<file path="src/rtl/regbank_write_arbiter.sv">
// Write-port arbiter for the 8x8 register bank: two requesters, one write
// per cycle, r0 filtering, hold support and a debug write counter.
module regbank_write_arbiter #(
  parameter int DATA_W = 8,
  parameter int ADDR_W = 3,
  parameter bit FAIR   = 1'b1
) (
  input  logic              clk,
  input  logic              rst,
  input  logic              hold,
  input  logic              req0,
  input  logic [ADDR_W-1:0] addr0,
  input  logic [DATA_W-1:0] data0,
  input  logic              req1,
  input  logic [ADDR_W-1:0] addr1,
  input  logic [DATA_W-1:0] data1,
  output logic              ack0,
  output logic              ack1,
  output logic              err,
  output logic              we3,
  output logic [ADDR_W-1:0] wa3,
  output logic [DATA_W-1:0] wd3,
  output logic              busy,
  output logic [7:0]        wr_count
);

  logic              r_last;
  logic              w_elig0;
  logic              w_elig1;
  logic              w_gnt0;
  logic              w_gnt1;
  logic              w_any;
  logic              w_zero;
  logic              w_wr;
  logic [ADDR_W-1:0] w_addr;
  logic [DATA_W-1:0] w_data;

  // the ack mask stops a requester being granted twice while it drops req
  assign w_elig0 = req0 & ~ack0;
  assign w_elig1 = req1 & ~ack1;
  assign busy    = w_elig0 | w_elig1;

  always_comb begin
    w_gnt0 = 1'b0;
    w_gnt1 = 1'b0;
    unique case (1'b1)
      (~hold & w_elig0 & w_elig1): begin
        if (FAIR && !r_last) w_gnt1 = 1'b1;
        else                 w_gnt0 = 1'b1;
      end
      (~hold & w_elig0 & ~w_elig1): w_gnt0 = 1'b1;
      (~hold & ~w_elig0 & w_elig1): w_gnt1 = 1'b1;
      default: ;
    endcase
  end

  assign w_any  = w_gnt0 | w_gnt1;
  assign w_addr = w_gnt1 ? addr1 : addr0;
  assign w_data = w_gnt1 ? data1 : data0;
  assign w_zero = (w_addr == '0);
  assign w_wr   = w_any & ~w_zero;

  always_ff @(posedge clk or negedge rst) begin
    if (!rst) begin
      ack0     <= 1'b0;
      ack1     <= 1'b0;
      err      <= 1'b0;
      we3      <= 1'b0;
      wa3      <= '0;
      wd3      <= '0;
      wr_count <= 8'd0;
      r_last   <= 1'b1;
    end else begin
      ack0 <= w_gnt0;
      ack1 <= w_gnt1;
      err  <= w_any & w_zero;
      we3  <= w_wr;
      wa3  <= w_wr ? w_addr : '0;
      wd3  <= w_wr ? w_data : '0;
      if (w_wr) wr_count <= wr_count + 8'd1;
      if (w_any) r_last <= w_gnt1;
    end
  end

endmodule
</file>
<file path="config.mk">
export PLATFORM = sky130hd
export DESIGN_NAME = regbank_write_arbiter
export DESIGN_NICKNAME = d
export VERILOG_FILES = /design/src/rtl/regbank_write_arbiter.sv
export SDC_FILE = /design/constraint.sdc
export NUM_CORES = 1
export LEC_CHECK = 0
export ABC_AREA = 1
export CORE_MARGIN = 3
export CORE_UTILIZATION = 45
export DETAILED_ROUTE_END_ITERATION = 8
export PLACE_DENSITY_LB_ADDON = 0.3
export SLEW_MARGIN = 20
export SYNTH_ARGS = -nofsm -noshare
export SYNTH_HDL_FRONTEND = slang
export SYNTH_SLANG_ARGS = --single-unit
</file>
<file path="constraint.sdc">
create_clock -name clk -period 3.77 [get_ports clk]
set_clock_uncertainty 0.05 [all_clocks]
set_input_delay 0.377 -clock clk [delete_from_list [all_inputs] [get_ports clk]]
set_output_delay 0.377 -clock clk [all_outputs]
set_load 0.01 [all_outputs]
</file>
# After elaboration in Yosys (flattened, before gate mapping)
# Index checks and enable logic that the tools add are counted.
[op_classes]
add_sub_neg = 1
mux = 8
n_bitwise = 17
reduce_logical = 1
[ops]
columns = ["cell", "count"]
rows = [
  ["$mux 8", 2],
  ["$and 1x1->1", 9],
  ["$add 8x1->8 const B", 1],
  ["$mux 3", 2],
  ["$not 1->1", 6],
  ["$pmux 1 s2", 2],
  ["$logic_not 3->1", 1],
  ["$mux 1", 2],
  ["$or 1x1->1", 2],
]
[word_totals]
register_bits = 24
in_bits = 27
out_inout_bits = 24
word_cells = 35

# Depth between registers and ports, before layout
# Gate-level depths: netlist (run 1).
[depth]
depth_word = 11
ltp_mapped = 10
ltp_nobuf = 10

# Least setup slack after synthesis (run 1)
# No wires, ideal clock.
[synth_path]
kind = "register to register"
from = "register r_last"
to = "register we3"
setup_ns = 0.118
t_arrival_ns = 1.354
required_ns = 3.602
setup_slack_ns = 2.249
stages_incl_launch_ff = 9
path_buffers = 1
period_less_slack_ns = 1.521
path_cell_list = "dfstp_2 -> nand3_1 -> nand2_2 -> nand2_1 -> nand2_2 -> nand3_4 -> nand2_4 -> buf_6 -> inv_1"
[synth_between]
elab_chain_cells = 6
elab_cells_between_ends = 9
cone_classes = "mux: 5; bitwise: 3; reduce/logical: 1"
[synth_rtl]
columns = ["item", "line", "source"]
rows = [
  ["start, declared", "27", "logic r_last;"],
  ["start signal, assigned", "81", "if (w_any) r_last <= w_gnt1;"],
  ["$mux 1", "48", "if (FAIR && !r_last) w_gnt1 = 1'b1;"],
  ["$pmux 1 s2", "46", "unique case (1'b1)"],
  ["$mux 3", "58", "assign w_addr = w_gnt1 ? addr1 : addr0;"],
  ["$logic_not 3->1", "60", "assign w_zero = (w_addr == '0);"],
  ["$not 1->1", "61", "assign w_wr = w_any & ~w_zero;"],
  ["$and 1x1->1 (*)", "61", ""],
  ["via w_wr", "34", "logic w_wr;"],
  ["end signal, assigned", "77", "we3 <= w_wr;"],
  ["end, declared", "20", "output logic we3,"],
]
# Mark *: on every way through the listed nets, which the timed path passes. The rest lies on a longest branch.
# A chain may end at the register's enable or synchronous reset.

# Final worst setup path (run 1)
[layout_path]
from = "input port req1"
to = "output port busy"
[layout_between]
elab_chain_cells = 2
[layout_rtl]
columns = ["item", "line", "source"]
rows = [
  ["start, declared", "14", "input logic req1,"],
  ["$and 1x1->1", "40", "assign w_elig1 = req1 & ~ack1;"],
  ["$or 1x1->1", "41", "assign busy = w_elig0 | w_elig1;"],
  ["end, declared", "23", "output logic busy,"],
]
# Every way passes these cells.

==> metrics.cfg, run 1 <==
[route]
via_per_inst=4.65
wire_per_inst_um=11.1
antenna_left=0
drt-total-wl_um=2520
vias=1056
drc=0
drtIter0Drc=22
drt-pass1-iter-count=4

[sta]
worst_slew_pin_slew_ns=0.513
finalSetupViolCount=0
min_period_ns=1.98
finalCritPeriodShare_pct=52.4
relSlewSlack_pct=65.8
rsz0062_at_grt=false
hold_viol_final=0
fin_tns_setup_ns=0
fmax_mhz=506
report.final.slew_viol_count=0

[cts]
cts_tree=built
clock-root-buffer=clkbuf_4
cts_buffers=3
htreeDepth=1
cts.sinks=24
cts.path.max_buffers=2
insertion_delay_ns=0.31
path_clk_slew_ns=0.13

[yosys]
ys_ff_latch=24
netlist_top_cells_count=50 x nand2_1, 23 x dfrtp_1, 18 x inv_1, 15 x nand3_1, 9 x nor2_2
synth_cells=144
async_flop_share_pct=100
yosysTopAreaCellShare_pct=48.3
synthMostInstantiatedCell=nand2_1
synth_top_cell_by_area=dfrtp_1
syn-cell-area_um2=1190
avgSynthCellArea_um2=8.28
yosys-top-cells-area=dfrtp_1 48%, nand2_1 16%, nand3_1 6.3%, inv_1 5.7%, nor2_2 4.7%
synth_nets=172
synth_cell_types=22
yosysSeqAreaShare_pct=50.5
synth_edf_count=0
yosysWarnings=0
ys.flop_type=dfrtp_1

[pwr]
cellPowerDensity_nw_per_um2=414
ir_drop_v=0.000306
total_leakage_power_uw=0.000891

[grt]
antenna_found_initial=0
grt_overflow=0
track_usage_pct=16.7
grt_max_degree=25
grt_pass1_wl_um=4280
first_global_vias=1019

[setup_path]
cp-start-kind=input pin
arrival_ns=1.55
reg2reg_from=r_last
cp_slowest_cell=clkdlybuf4s50_1
cp.required_ns=3.34
cp_top_family=buffers and inverters
path_class=input pin to output pin
regToRegEndpoint=wr_count[0]
cpPeakStageDelay_ns=0.53
rrSetupSlack_ns=1.93
rr_worst_depth=8
crit_path_frequent_cell=clkdlybuf4s50_1
path_buf_inv=2
crit_chain=clkdlybuf4s50_1, nand2_2, nand2_1, clkdlybuf4s50_1
crit_path_max_fanout=4
endpoint_kind=output pin

[floorplan]
fp.dieH_um=57.5
die_x_um=57.5
coreArea_um2=2500
initial_utilization_pct=47.7
pin_count=51
num_rows=18
dieArea_um2=3300

[layout]
finalNetCount=226
area_delta_synth_final_pct=48.4
drive_gt1_share_pct=12.7
antenna_cells=0
final_util_pct=70.8

[status]
outcome=completed

[worst_hold_path]
holdCritPathClass=flip-flop to flip-flop
min_to=r_last
hold_path.startpoint=r_last
hold_depth=2

[placed_design]
portBuffers=50
dp_hpwl_um=2020
gp_congestion=0.799

[flow_run]
drv_cap=0

[timing repair]
| action | 4_1_cts | 5_1_grt |
|---|---|---|
| hold buffers | 0 | 1 |
| setup buffers | 0 | 0 |
| hold endpoints to repair | 0 | 23 |
| resized for setup | 0 | 0 |
[placed cells by master, fill, tap and decap left out]
master,count
a21oi_2,1
xnor2_1,2
nand3b_1,1
bufinv_16,1
nor2_1,6
nor2_4,1
buf_2,1
nand2_2,5
clkbuf_4,3
nand2_1,50
dlygate4sd3_1,1
nand2_4,1
dfstp_2,1
nor3_1,1
xor2_1,3
nand3_1,15
ha_1,1
clkinv_1,1
inv_1,18
nor2_2,9
dfrtp_1,23
clkdlybuf4s50_1,49
nand3_4,1
nand4_1,1
inv_2,1
[state kept, by name, indices dropped and copies added, names as in the netlist]
register,flops
err,1
r_last,1
ack0,1
wa3,3
ack1,1
wr_count,8
wd3,8
we3,1
[logic make-up (layout without fill, tap and decap cells)]
kind of cell	count (synthesis)	in the layout	share of synthesized area, %
DFF	24	24	50.5
xor gates and xnor gates	5	5	3.67
buffers and inverters	22	75	7.87
adders and majority gates	1	1	1.05
and+or+nand+nor	91	91	36.2
AOI/OAI and AO/OA	1	1	0.735
[per-stage QoR]
stage	instance area [um2]	std cells	total power (uW)	worst slack (ns)	hold slack [ns]
final	1770	227	732	1.79	0.442
after global routing	1770	227	779	1.73	0.483
after CTS	1760	226	739	1.79	0.447
after detailed placement	1710	222	554	1.64	0.428
after global placement	1710	222	547	1.72	0.424
after floorplan	1190	144	436	2.25	0.0314
[worst max path at each step]
| stage | from | endpoint | slack (ns) | cells past startpoint |
|---|---|---|---|---|
| 6_report | req1 | busy | 1.79 | 4 |
| 5_1_grt | req0 | busy | 1.73 | 4 |
| 4_1_cts | req1 | busy | 1.79 | 4 |
| 3_5_place_dp | req0 | wr_count[0] | 1.64 | 9 |
| 3_3_place_gp | req0 | wr_count[0] | 1.72 | 9 |
| 2_1_floorplan | r_last | we3 | 2.25 | 8 |
[per-layer routing]
metal / GRT usage, % / up-vias / share of wire [%]
li1: - / 541 / -
met1: 18.4 / 474 / 39
met2: 30.5 / 35 / 53
met3: 3.85 / 6 / 6.0
met4: 6.95 / 0 / 2.2
met5: 0 / - / 0
[cell type report]
cell class                      count  area (um2)
Clock buffer                        3        22.5
Inverter                           20        75.1
Multi-Input combinational cell     98         497
Fill cell                         190         731
Sequential cell                    24         602
Tap cell                           30        37.5
Timing Repair Buffer               51         505
Clock inverter                      1        30.0
[where the power goes]
group          switching, uW  internal, uW
logic                    100           120
clock network           77.9           107
registers               34.5           292
total                    213           519
[worst register-to-register path, cell delays in order, from the launching register on]
cell     delay (ns)
dfstp_2        0.57
nand3_1        0.16
nand2_2        0.24
nand2_1        0.11
nand2_2        0.12
nand3_4        0.15
nand2_4        0.25
nand2_1        0.09
nand2_1        0.07
Note: power is estimated with default switching activity, not from simulation.
==> run 2, diff against run 1 <==
Settings changed: CORE_UTILIZATION 45 to 41.
Clock period 3.77 ns to 1.87 ns, I/O delays scaled along.
==> run 2 against run 1 <==
Net effect:
- final cell count is 1.3% higher
- via count up 2.7%
- sequential power increased by 100%
- utilization fell by 2.1 points
- sequential share of layout area shrank 0.47 points
- first-iteration DRC count increased by 9.1%
- non-clock buffer count grew 3
==> metrics.cfg, run 2 (same netlist as run 1, synthesis figures left out) <==
[layout]
reg_top3=wd3 (8), wr_count (8), wa3 (3)
final_cell_mix=50 x nand2_1, 50 x clkdlybuf4s50_1, 23 x dfrtp_1
nFillCells=219  ; +15%
multi_input_area_um2=497  ; unchanged
finalNetCount=229  ; +1.3%
area_delta_synth_final_pct=50.5
drive_gt1_share_pct=14.0  ; +1.3 points
antenna_cells=0  ; unchanged
regArea_um2=602  ; unchanged

[pwr]
power.clock.fraction_pct=25.4  ; about the same
combPwrFrac_pct=30.6  ; +0.6 points
switching_power_uw=446  ; +110%
ir_drop_v=0.000637  ; +110%
p_int_uw=1050  ; +100%
cellPowerDensity_nw_per_um2=836  ; +100%
total_leakage_power_uw=0.000906  ; +1.6%
power_frac_seq_pct=43.9  ; -0.8 points
p_sw_share_pct=29.7  ; +0.69 points

[setup_path]
cp.required_ns=1.63  ; -1.71 ns
cp_slowest_cell=clkdlybuf4s50_1
path_class=flip-flop to output pin
crit_path_max_fanout=4  ; unchanged
path_buf_inv=2  ; unchanged
cp_top_family=buffers and inverters
cpPeakStageDelay_ns=0.53  ; about the same
arrival_ns=1.49  ; -0.06 ns
endpoint_kind=output pin
cp-start-kind=flip-flop
crit_chain=inv_1, nand2_2, nand2_1, clkdlybuf4s50_1

[cts]
cts.sinks=24  ; unchanged
cts_buffers=3  ; unchanged
clock-root-buffer=clkbuf_4
cts_setup_buffers=0  ; unchanged
cts_hold_buf=0  ; unchanged
cts-resized-gates=0  ; unchanged
insertion_delay_ns=0.32  ; about the same
htreeDepth=1  ; unchanged
cts_tree=built
path_clk_slew_ns=0.14  ; about the same
cts.path.max_buffers=2  ; unchanged

[grt]
use_met3_pct=3.67  ; -0.17 points
antenna_found_initial=0  ; unchanged
grt_max_degree=25  ; unchanged
first_global_vias=1116  ; +9.5%
grt_pass1_wl_um=4830  ; +13%
groute.layer.met1.usage_pct=19.1  ; +0.70 points
grt_overflow=0  ; unchanged
track_usage_pct=18.1  ; +1.4 points
top_usage_layer=met2
grt.met2_usage_pct=35.0  ; +4.5 points

[route]
antenna_left=0  ; unchanged
wire_per_inst_um=12.5  ; +13%
drtIter0Drc=24  ; +9.1%
drt-pass1-iter-count=4  ; unchanged
via_per_inst=4.72  ; +1.4%
vias=1085  ; +2.7%
drt-total-wl_um=2880  ; +14%
drc=0  ; unchanged

[sta]
finalSetupViolCount=0  ; unchanged
worst_slew_pin_slew_ns=0.304  ; -0.209 ns
rsz0062_at_grt=false
hold_viol_final=0  ; unchanged
relSlewSlack_pct=79.7  ; +14 points
fmax_mhz=579
min_period_ns=1.73
fin_tns_setup_ns=0  ; unchanged
finalCritPeriodShare_pct=92.3
setup_slack_ns=0.144  ; -1.65 ns
report.final.slew_viol_count=0  ; unchanged

[floorplan]
dieArea_um2=3590  ; +8.7%
num_rows=18  ; unchanged
die_x_um=59.9  ; +4.3%
fp.dieH_um=59.9  ; +4.3%
coreArea_um2=2610  ; +4.5%
initial_utilization_pct=45.6  ; -2.1 points
pin_count=51  ; unchanged

[placed_design]
pre_cts_slack_ns=0.0668  ; -1.58 ns
gp_congestion=0.771  ; -3.5%
portBuffers=50  ; unchanged
dp_hpwl_um=2280  ; +13%

[flow_run]
drv_cap=0  ; unchanged

[status]
outcome=completed

[worst_hold_path]
holdCritPathClass=input pin to async pin

[run 2: cell count changes in the layout (fill, tap and decap cells not counted)]
| cell | delta |
|---|---|
| buf_2 | -1 |
| buf_4 | +4 |
| clkdlybuf4s50_1 | +1 |
| dlygate4sd3_1 | -1 |
[run 2: routing by layer]
layer	up-vias	share of wire, %
met5	-	0
met4	0	0.69
met3	2	6.7
met2	43	56
met1	496	37
li1	544	-
[run 2: cell type report]
class / instances / area share, %
clock buffers: 3 / 1.26
multi-input cells: 98 / 27.7
well taps: 30 / 2.09
inverters: 20 / 4.18
repair buffers: 54 / 29.6
flip-flops and latches: 24 / 33.5
clock inverters: 1 / 1.67
[run 2: path summary, 6_finish.rpt]
kind	start	endpoint	slack, ns	cells after the start
min in group clk	data1[7]	wd3[7]	0.41	5
max reg2reg	r_last	wr_count[3]	0.19	8
max	ack1	busy	0.14	4
min reg2reg	r_last	r_last	0.45	2
max in group asynchronous	rst	r_last	1.33	2
min	rst	wa3[2]	0.15	2
[run 2: power groups by stage]
stage                     logic, uW  clock network (uW)  registers (uW)
final                           460                 381             659
after global routing            504                 417             674
after detailed placement        463                   0             671
after global placement          444                   0             665
after floorplan                 189                   0             691
after CTS                       465                 386             661
[run 2: metrics by stage]
stage / total power [uW] / hold slack [ns] / std cells / util (%) / area, um2
CTS: 1510 / 0.168 / 230 / 68.7 / 1790
detailed placement: 1130 / 0.424 / 226 / 66.7 / 1740
floorplan: 879 / -0.159 / 144 / - / 1190
finish: 1500 / 0.154 / 230 / 68.7 / 1790
global route: 1600 / 0.155 / 230 / 68.7 / 1790
global placement: 1110 / 0.425 / 226 / 66.7 / 1740
==> run 3, diff against run 2 <==
Settings changed: SETUP_SLACK_MARGIN set to 0.02.
==> results of run 3 <==
Same layout as run 2: the final DEF is identical, and so are final timing and power.
